## config.mk

```make
export PLATFORM = sky130hd
export DESIGN_NAME = matmul_stream_ctrl
export DESIGN_NICKNAME = d
export VERILOG_FILES = /design/src/rtl/matmul_stream_ctrl.sv
export SDC_FILE = /design/constraint.sdc
export NUM_CORES = 1
export LEC_CHECK = 0
export CORE_AREA = 2 2 114 144
export CTS_BUF_LIST = sky130_fd_sc_hd__clkbuf_8
export CTS_CLUSTER_DIAMETER = 120
export DETAILED_ROUTE_END_ITERATION = 7
export DIE_AREA = 0 0 116 146
export PLACE_DENSITY = 0.86
export SETUP_SLACK_MARGIN = 0.1
export SLEW_MARGIN = 5
export SYNTH_ARGS = -nofsm -noshare
export SYNTH_HDL_FRONTEND = slang
export SYNTH_SLANG_ARGS = --single-unit
```

## constraint.sdc

```tcl
create_clock -name clock -period 5.31 [get_ports clock]
set_clock_uncertainty 0.05 [all_clocks]
set_input_delay 0.531 -clock clock [delete_from_list [all_inputs] [get_ports clock]]
set_output_delay 0.531 -clock clock [all_outputs]
set_load 0.1 [all_outputs]
```

## src/rtl/matmul_stream_ctrl.sv

```systemverilog
// Streaming front/back end for matmul_top: loads X then Y from one input stream,
// pulses start, waits for done, then streams Z out through a 2-entry skid FIFO.
module matmul_stream_ctrl #(
  parameter int DATA_WIDTH  = 32,
  parameter int ADDR_WIDTH  = 10,
  parameter int MATRIX_SIZE = 1024
) (
  input  logic                  clock,
  input  logic                  reset,
  input  logic [DATA_WIDTH-1:0] in_data,
  input  logic                  in_valid,
  output logic                  in_ready,
  output logic [DATA_WIDTH-1:0] out_data,
  output logic                  out_valid,
  input  logic                  out_ready,
  output logic                  out_last,
  output logic [DATA_WIDTH-1:0] x_din,
  output logic [ADDR_WIDTH-1:0] x_wr_addr,
  output logic                  x_wr_en,
  output logic [DATA_WIDTH-1:0] y_din,
  output logic [ADDR_WIDTH-1:0] y_wr_addr,
  output logic                  y_wr_en,
  output logic                  start,
  input  logic                  done,
  output logic [ADDR_WIDTH-1:0] z_rd_addr,
  input  logic [DATA_WIDTH-1:0] z_dout,
  output logic                  busy
);

  localparam int CW = ADDR_WIDTH + 1;
  localparam logic [CW-1:0] LP_LAST = CW'(MATRIX_SIZE - 1);
  localparam logic [CW-1:0] LP_SIZE = CW'(MATRIX_SIZE);

  typedef enum logic [2:0] {
    S_LOAD_X,
    S_LOAD_Y,
    S_START,
    S_WAIT,
    S_DRAIN
  } state_t;

  state_t r_state, w_next;

  logic [CW-1:0]         r_wcount, r_rcount, r_ocount;
  logic                  r_inflight;
  logic [DATA_WIDTH-1:0] r_fifo [2];
  logic                  r_fifo_wp, r_fifo_rp;
  logic [1:0]            r_fifo_cnt;
  logic [ADDR_WIDTH-1:0] r_zaddr;
  logic                  r_x_wr_en, r_y_wr_en, r_start;
  logic [DATA_WIDTH-1:0] r_x_din, r_y_din;
  logic [ADDR_WIDTH-1:0] r_x_addr, r_y_addr;

  logic       w_xfer, w_pop, w_last_out, w_issue;
  logic [2:0] w_occ;

  always_ff @(posedge clock or negedge reset) begin
    if (!reset) r_state <= S_LOAD_X;
    else        r_state <= w_next;
  end

  always_comb begin
    w_next     = r_state;
    in_ready   = 1'b0;
    busy       = 1'b1;
    w_xfer     = 1'b0;
    w_issue    = 1'b0;
    w_pop      = (r_fifo_cnt != 2'd0) && out_ready;
    w_last_out = w_pop && (r_ocount == LP_LAST);
    // Occupancy seen by the issue rule already discounts this cycle's pop, which
    // keeps output at 1 word/cycle while still bounding FIFO + in-flight to 2.
    w_occ      = 3'(r_fifo_cnt) + 3'(r_inflight) - 3'(w_pop);
    case (r_state)
      S_LOAD_X: begin
        in_ready = 1'b1;
        busy     = 1'b0;
        w_xfer   = in_valid;
        if (in_valid && (r_wcount == LP_LAST)) w_next = S_LOAD_Y;
      end
      S_LOAD_Y: begin
        in_ready = 1'b1;
        w_xfer   = in_valid;
        if (in_valid && (r_wcount == LP_LAST)) w_next = S_START;
      end
      S_START: w_next = S_WAIT;
      S_WAIT:  if (done) w_next = S_DRAIN;
      S_DRAIN: begin
        w_issue = (r_rcount < LP_SIZE) && (w_occ < 3'd2);
        if (w_last_out) w_next = S_LOAD_X;
      end
      default: w_next = S_LOAD_X;
    endcase
  end

  always_ff @(posedge clock or negedge reset) begin
    if (!reset) begin
      r_wcount   <= '0;
      r_rcount   <= '0;
      r_ocount   <= '0;
      r_inflight <= 1'b0;
      r_zaddr    <= '0;
      r_x_wr_en  <= 1'b0;
      r_y_wr_en  <= 1'b0;
      r_start    <= 1'b0;
      r_x_din    <= '0;
      r_y_din    <= '0;
      r_x_addr   <= '0;
      r_y_addr   <= '0;
      r_fifo[0]  <= '0;
      r_fifo[1]  <= '0;
      r_fifo_wp  <= 1'b0;
      r_fifo_rp  <= 1'b0;
      r_fifo_cnt <= '0;
    end else begin
      r_x_wr_en  <= w_xfer && (r_state == S_LOAD_X);
      r_y_wr_en  <= w_xfer && (r_state == S_LOAD_Y);
      r_start    <= (r_state == S_START);
      r_inflight <= w_issue;
      if (w_xfer) begin
        if (r_state == S_LOAD_X) begin
          r_x_din  <= in_data;
          r_x_addr <= r_wcount[ADDR_WIDTH-1:0];
        end else begin
          r_y_din  <= in_data;
          r_y_addr <= r_wcount[ADDR_WIDTH-1:0];
        end
        r_wcount <= (r_wcount == LP_LAST) ? '0 : r_wcount + CW'(1);
      end
      if (w_issue) begin
        r_zaddr  <= r_rcount[ADDR_WIDTH-1:0];
        r_rcount <= r_rcount + CW'(1);
      end
      if (w_pop) r_ocount <= r_ocount + CW'(1);
      if (w_last_out) begin
        r_wcount <= '0;
        r_rcount <= '0;
        r_ocount <= '0;
      end
      if (r_inflight) begin
        r_fifo[r_fifo_wp] <= z_dout;
        r_fifo_wp         <= ~r_fifo_wp;
      end
      if (w_pop) r_fifo_rp <= ~r_fifo_rp;
      case ({r_inflight, w_pop})
        2'b10:   r_fifo_cnt <= r_fifo_cnt + 2'd1;
        2'b01:   r_fifo_cnt <= r_fifo_cnt - 2'd1;
        default: r_fifo_cnt <= r_fifo_cnt;
      endcase
    end
  end

  assign out_valid = (r_fifo_cnt != 2'd0);
  assign out_data  = r_fifo[r_fifo_rp];
  assign out_last  = out_valid && (r_ocount == LP_LAST);
  assign z_rd_addr = w_issue ? r_rcount[ADDR_WIDTH-1:0] : r_zaddr;
  assign x_din     = r_x_din;
  assign x_wr_addr = r_x_addr;
  assign x_wr_en   = r_x_wr_en;
  assign y_din     = r_y_din;
  assign y_wr_addr = r_y_addr;
  assign y_wr_en   = r_y_wr_en;
  assign start     = r_start;

endmodule

```

==> key figures <==
Status
  – Status: completed

Yosys
  – Synth Flop Type: dfrtp_1
  – Syn nets: 661
  – Avg Cell Area, Syn: 14.3 um2
  – Synth Cell Area: 8400 um2
  – Number of cells produced by synthesis: 588
  – Post-synthesis cell type count: 51
  – Yosys reg bits: 202
  – Post-synthesis sequential area ratio: 60.2%
  – Ys Warns: 0
  – Post-synth EDFFs: 0
  – Ys async rst share: 100%

Pwr
  – Maximum VDD drop: 349 uV
  – Power Dens Cells: 307 nW/um2
  – Leakage power: 0.00506 uW

Critical path
  – Critical Path RT: 4730 ps
  – Setup CP Type: in2out
  – Crit path max fanout: 21
  – Crit path DAT: 3590 ps
  – Crit path launch type: input port
  – Worst R2R Setup Slack: 2040 ps
  – Crit. End Element: primary output

STA
  – Min Tclk post-route: 4180 ps
  – Setup TNS: 0 ps
  – Slew @ Worst Pin: 1280 ps
  – Finish-stage setup viols: 0
  – Rel. slew slack: 14.2%
  – Final Hold Fails: 0
  – RSZ-0062 raised after global routing: false
  – Peak Freq: 0.239 GHz
  – Part of the cycle the worst path needs: 78.6%
  – Final slew viol count: 0

Detailed routing
  – Final WL: 18200 um
  – DR pass1 iterations: 4
  – Initial DRC count: 307
  – Total number of vias: 5569
  – Via-to-Cell Ratio: 5.39
  – DR WL/cell: 17.6 um
  – Routed Antenna Nets: 0
  – DRC: 0

Clocking
  – CTS H-tree lvls: 1
  – Hold buffers post-CTS: 0
  – CTS Sinks: 202
  – Postcts setup bufs: 0
  – TritonCTS buffer count: 31
  – CTS clk-pin slew, worst paths: 60 ps
  – Clk Latency, worst-skew pair: 530 ps
  – Longest Clk Path Bufs: 3
  – Clock root cell: clkbuf_8
  – Post_cts resized: 0
  – TritonCTS clock tree: done

Hold path
  – Hold WC Path Type: in2async

Floorplan
  – Row count: 51
  – Die area: 16900 um2
  – # IOs: 202
  – Die X: 116 um
  – Core area: 15400 um2
  – Starting density of the core: 54.4%
  – Die height: 146 um

Placement
  – GP Congestion: 0.848
  – I/O Buffers: 201
  – HPWL after DPL: 12600 um
  – Post-place instance area: 10600 um2

Global routing
  – Gr usage total: 21.5%
  – Largest net degree at the start of global routing: 108
  – Antenna violations before repair: 0
  – First-pass GRT wire length: 29500 um
  – Vias in the first global route: 5891
  – Gr ovfl total: 0

Run
  – Total of max-cap violations: 0

Layout
  – Layout cell share with drive strength beyond 1: 32.7%
  – Final instance area: 11200 um2
  – P&R area growth vs syn: 33.5%
  – Commonest cells after routing, fill and taps aside: dfrtp_1 (202), clkdlybuf4s50_1 (190), mux2_2 (189)
  – Layout Nets: 873
  – Antenna fix cells: 0
  – Sequential cell area: 5050 um2
  – Multi-input gate area: 3180 um2
  – Commonest non-fill, non-tap cell in the layout: dfrtp_1
  – Fillcell total: 1048
[synth_stat cells (3+ instances only)]
cell type  instances  area share, %
a21oi_1           11           0.66
nand4_1            7           0.52
xor2_1            12            1.3
nor4_1             6           0.45
dfrtp_1          202             60
nand3_1           12           0.71
inv_1              5           0.22
o21ai_0            6           0.36
mux2_2           189             25
nor2_1            23            1.0
buf_2              9           0.54
nand2_1           17           0.76
buf_1              6           0.27
nand2b_1           4           0.30
ha_1               3           0.45
buf_6              4           0.54
o22ai_1            3           0.22
clkbuf_1           8           0.36
nor3_1             5           0.30
nand3b_1           3           0.27
xnor2_1           11            1.1
or4_1              4           0.36
[stage by stage]
stage	power, uW	hold WS (ps)	util (%)	worst slack, ps	std cells
global placement	2150	406	68.4	1300	979
detailed placement	2160	423	68.4	1150	979
finish	3450	30.4	72.6	1130	1034
floorplan	1980	185	-	175	588
global route	3580	66.9	72.6	920	1034
CTS	3490	57.3	72.6	1150	1034
[final timing paths]
kind	start	end	cells after the start
worst max register to register	r_fifo_cnt[1]	r_rcount[9]	9
worst min-delay path	reset	r_rcount[1]	1
worst max-delay path	out_ready	z_rd_addr[3]	10
min in group clock	r_ocount[9]	r_ocount[9]	1
max in group asynchronous	reset	y_din[27]	2
worst min register to register	r_ocount[9]	r_ocount[9]	1
[state kept, by name (all words and copies together) (netlist names)]
signal / count
r_fifo: 64
r_fifo_cnt: 2
r_fifo_rp: 1
r_fifo_wp: 1
r_inflight: 1
r_ocount: 11
r_rcount: 11
r_state: 3
r_wcount: 11
r_zaddr: 10
start: 1
x_din: 32
x_wr_addr: 10
x_wr_en: 1
y_din: 32
y_wr_addr: 10
y_wr_en: 1
[critical path: stages]
cell	delay, ps
clkdlybuf4s50_1	560
nand2_1	100
nor2_1	190
a21oi_1	100
nand2b_1	170
fa_1	500
or2b_2	320
or3_4	500
o21ai_0	270
buf_4	340
[routing by layer]
| layer | global-route usage [%] | vias to the layer above | part of all wire (%) |
|---|---|---|---|
| met1 | 25.6 | 2824 | 39 |
| met2 | 39.0 | 192 | 52 |
| met3 | 4.41 | 29 | 6.6 |
| met5 | 0 | - | 0 |
| li1 | - | 2524 | - |
| met4 | 5.71 | 0 | 1.9 |
[cell families (layout without fill, tap and decap cells)]
kind of cell,count (synthesis),count (layout),synth area share (%)
AOI/OAI and AO/OA,30,30,2.13
muxes,191,191,25.6
and+or+nand+nor,105,105,6.98
DFF,202,202,60.2
xor gates and xnor gates,23,23,2.40
adders and majority gates,4,4,0.685
buffers and inverters,33,267,2.08
[cell type report]
class	instances	share of cell area, %
inverters	5	0.167
multi-input cells	353	28.4
repair buffers	207	18.2
clock buffers	42	5.15
flip-flops and latches	202	45.1
clock inverters	13	0.736
well taps	212	2.37
[power breakdown]
group / internal (uW) / total, uW / switching (uW)
combinational: 169 / 542 / 373
sequential: 1570 / 1590 / 23.5
clock: 750 / 1310 / 564
No activity file was read; power rests on OpenSTA's default activity.
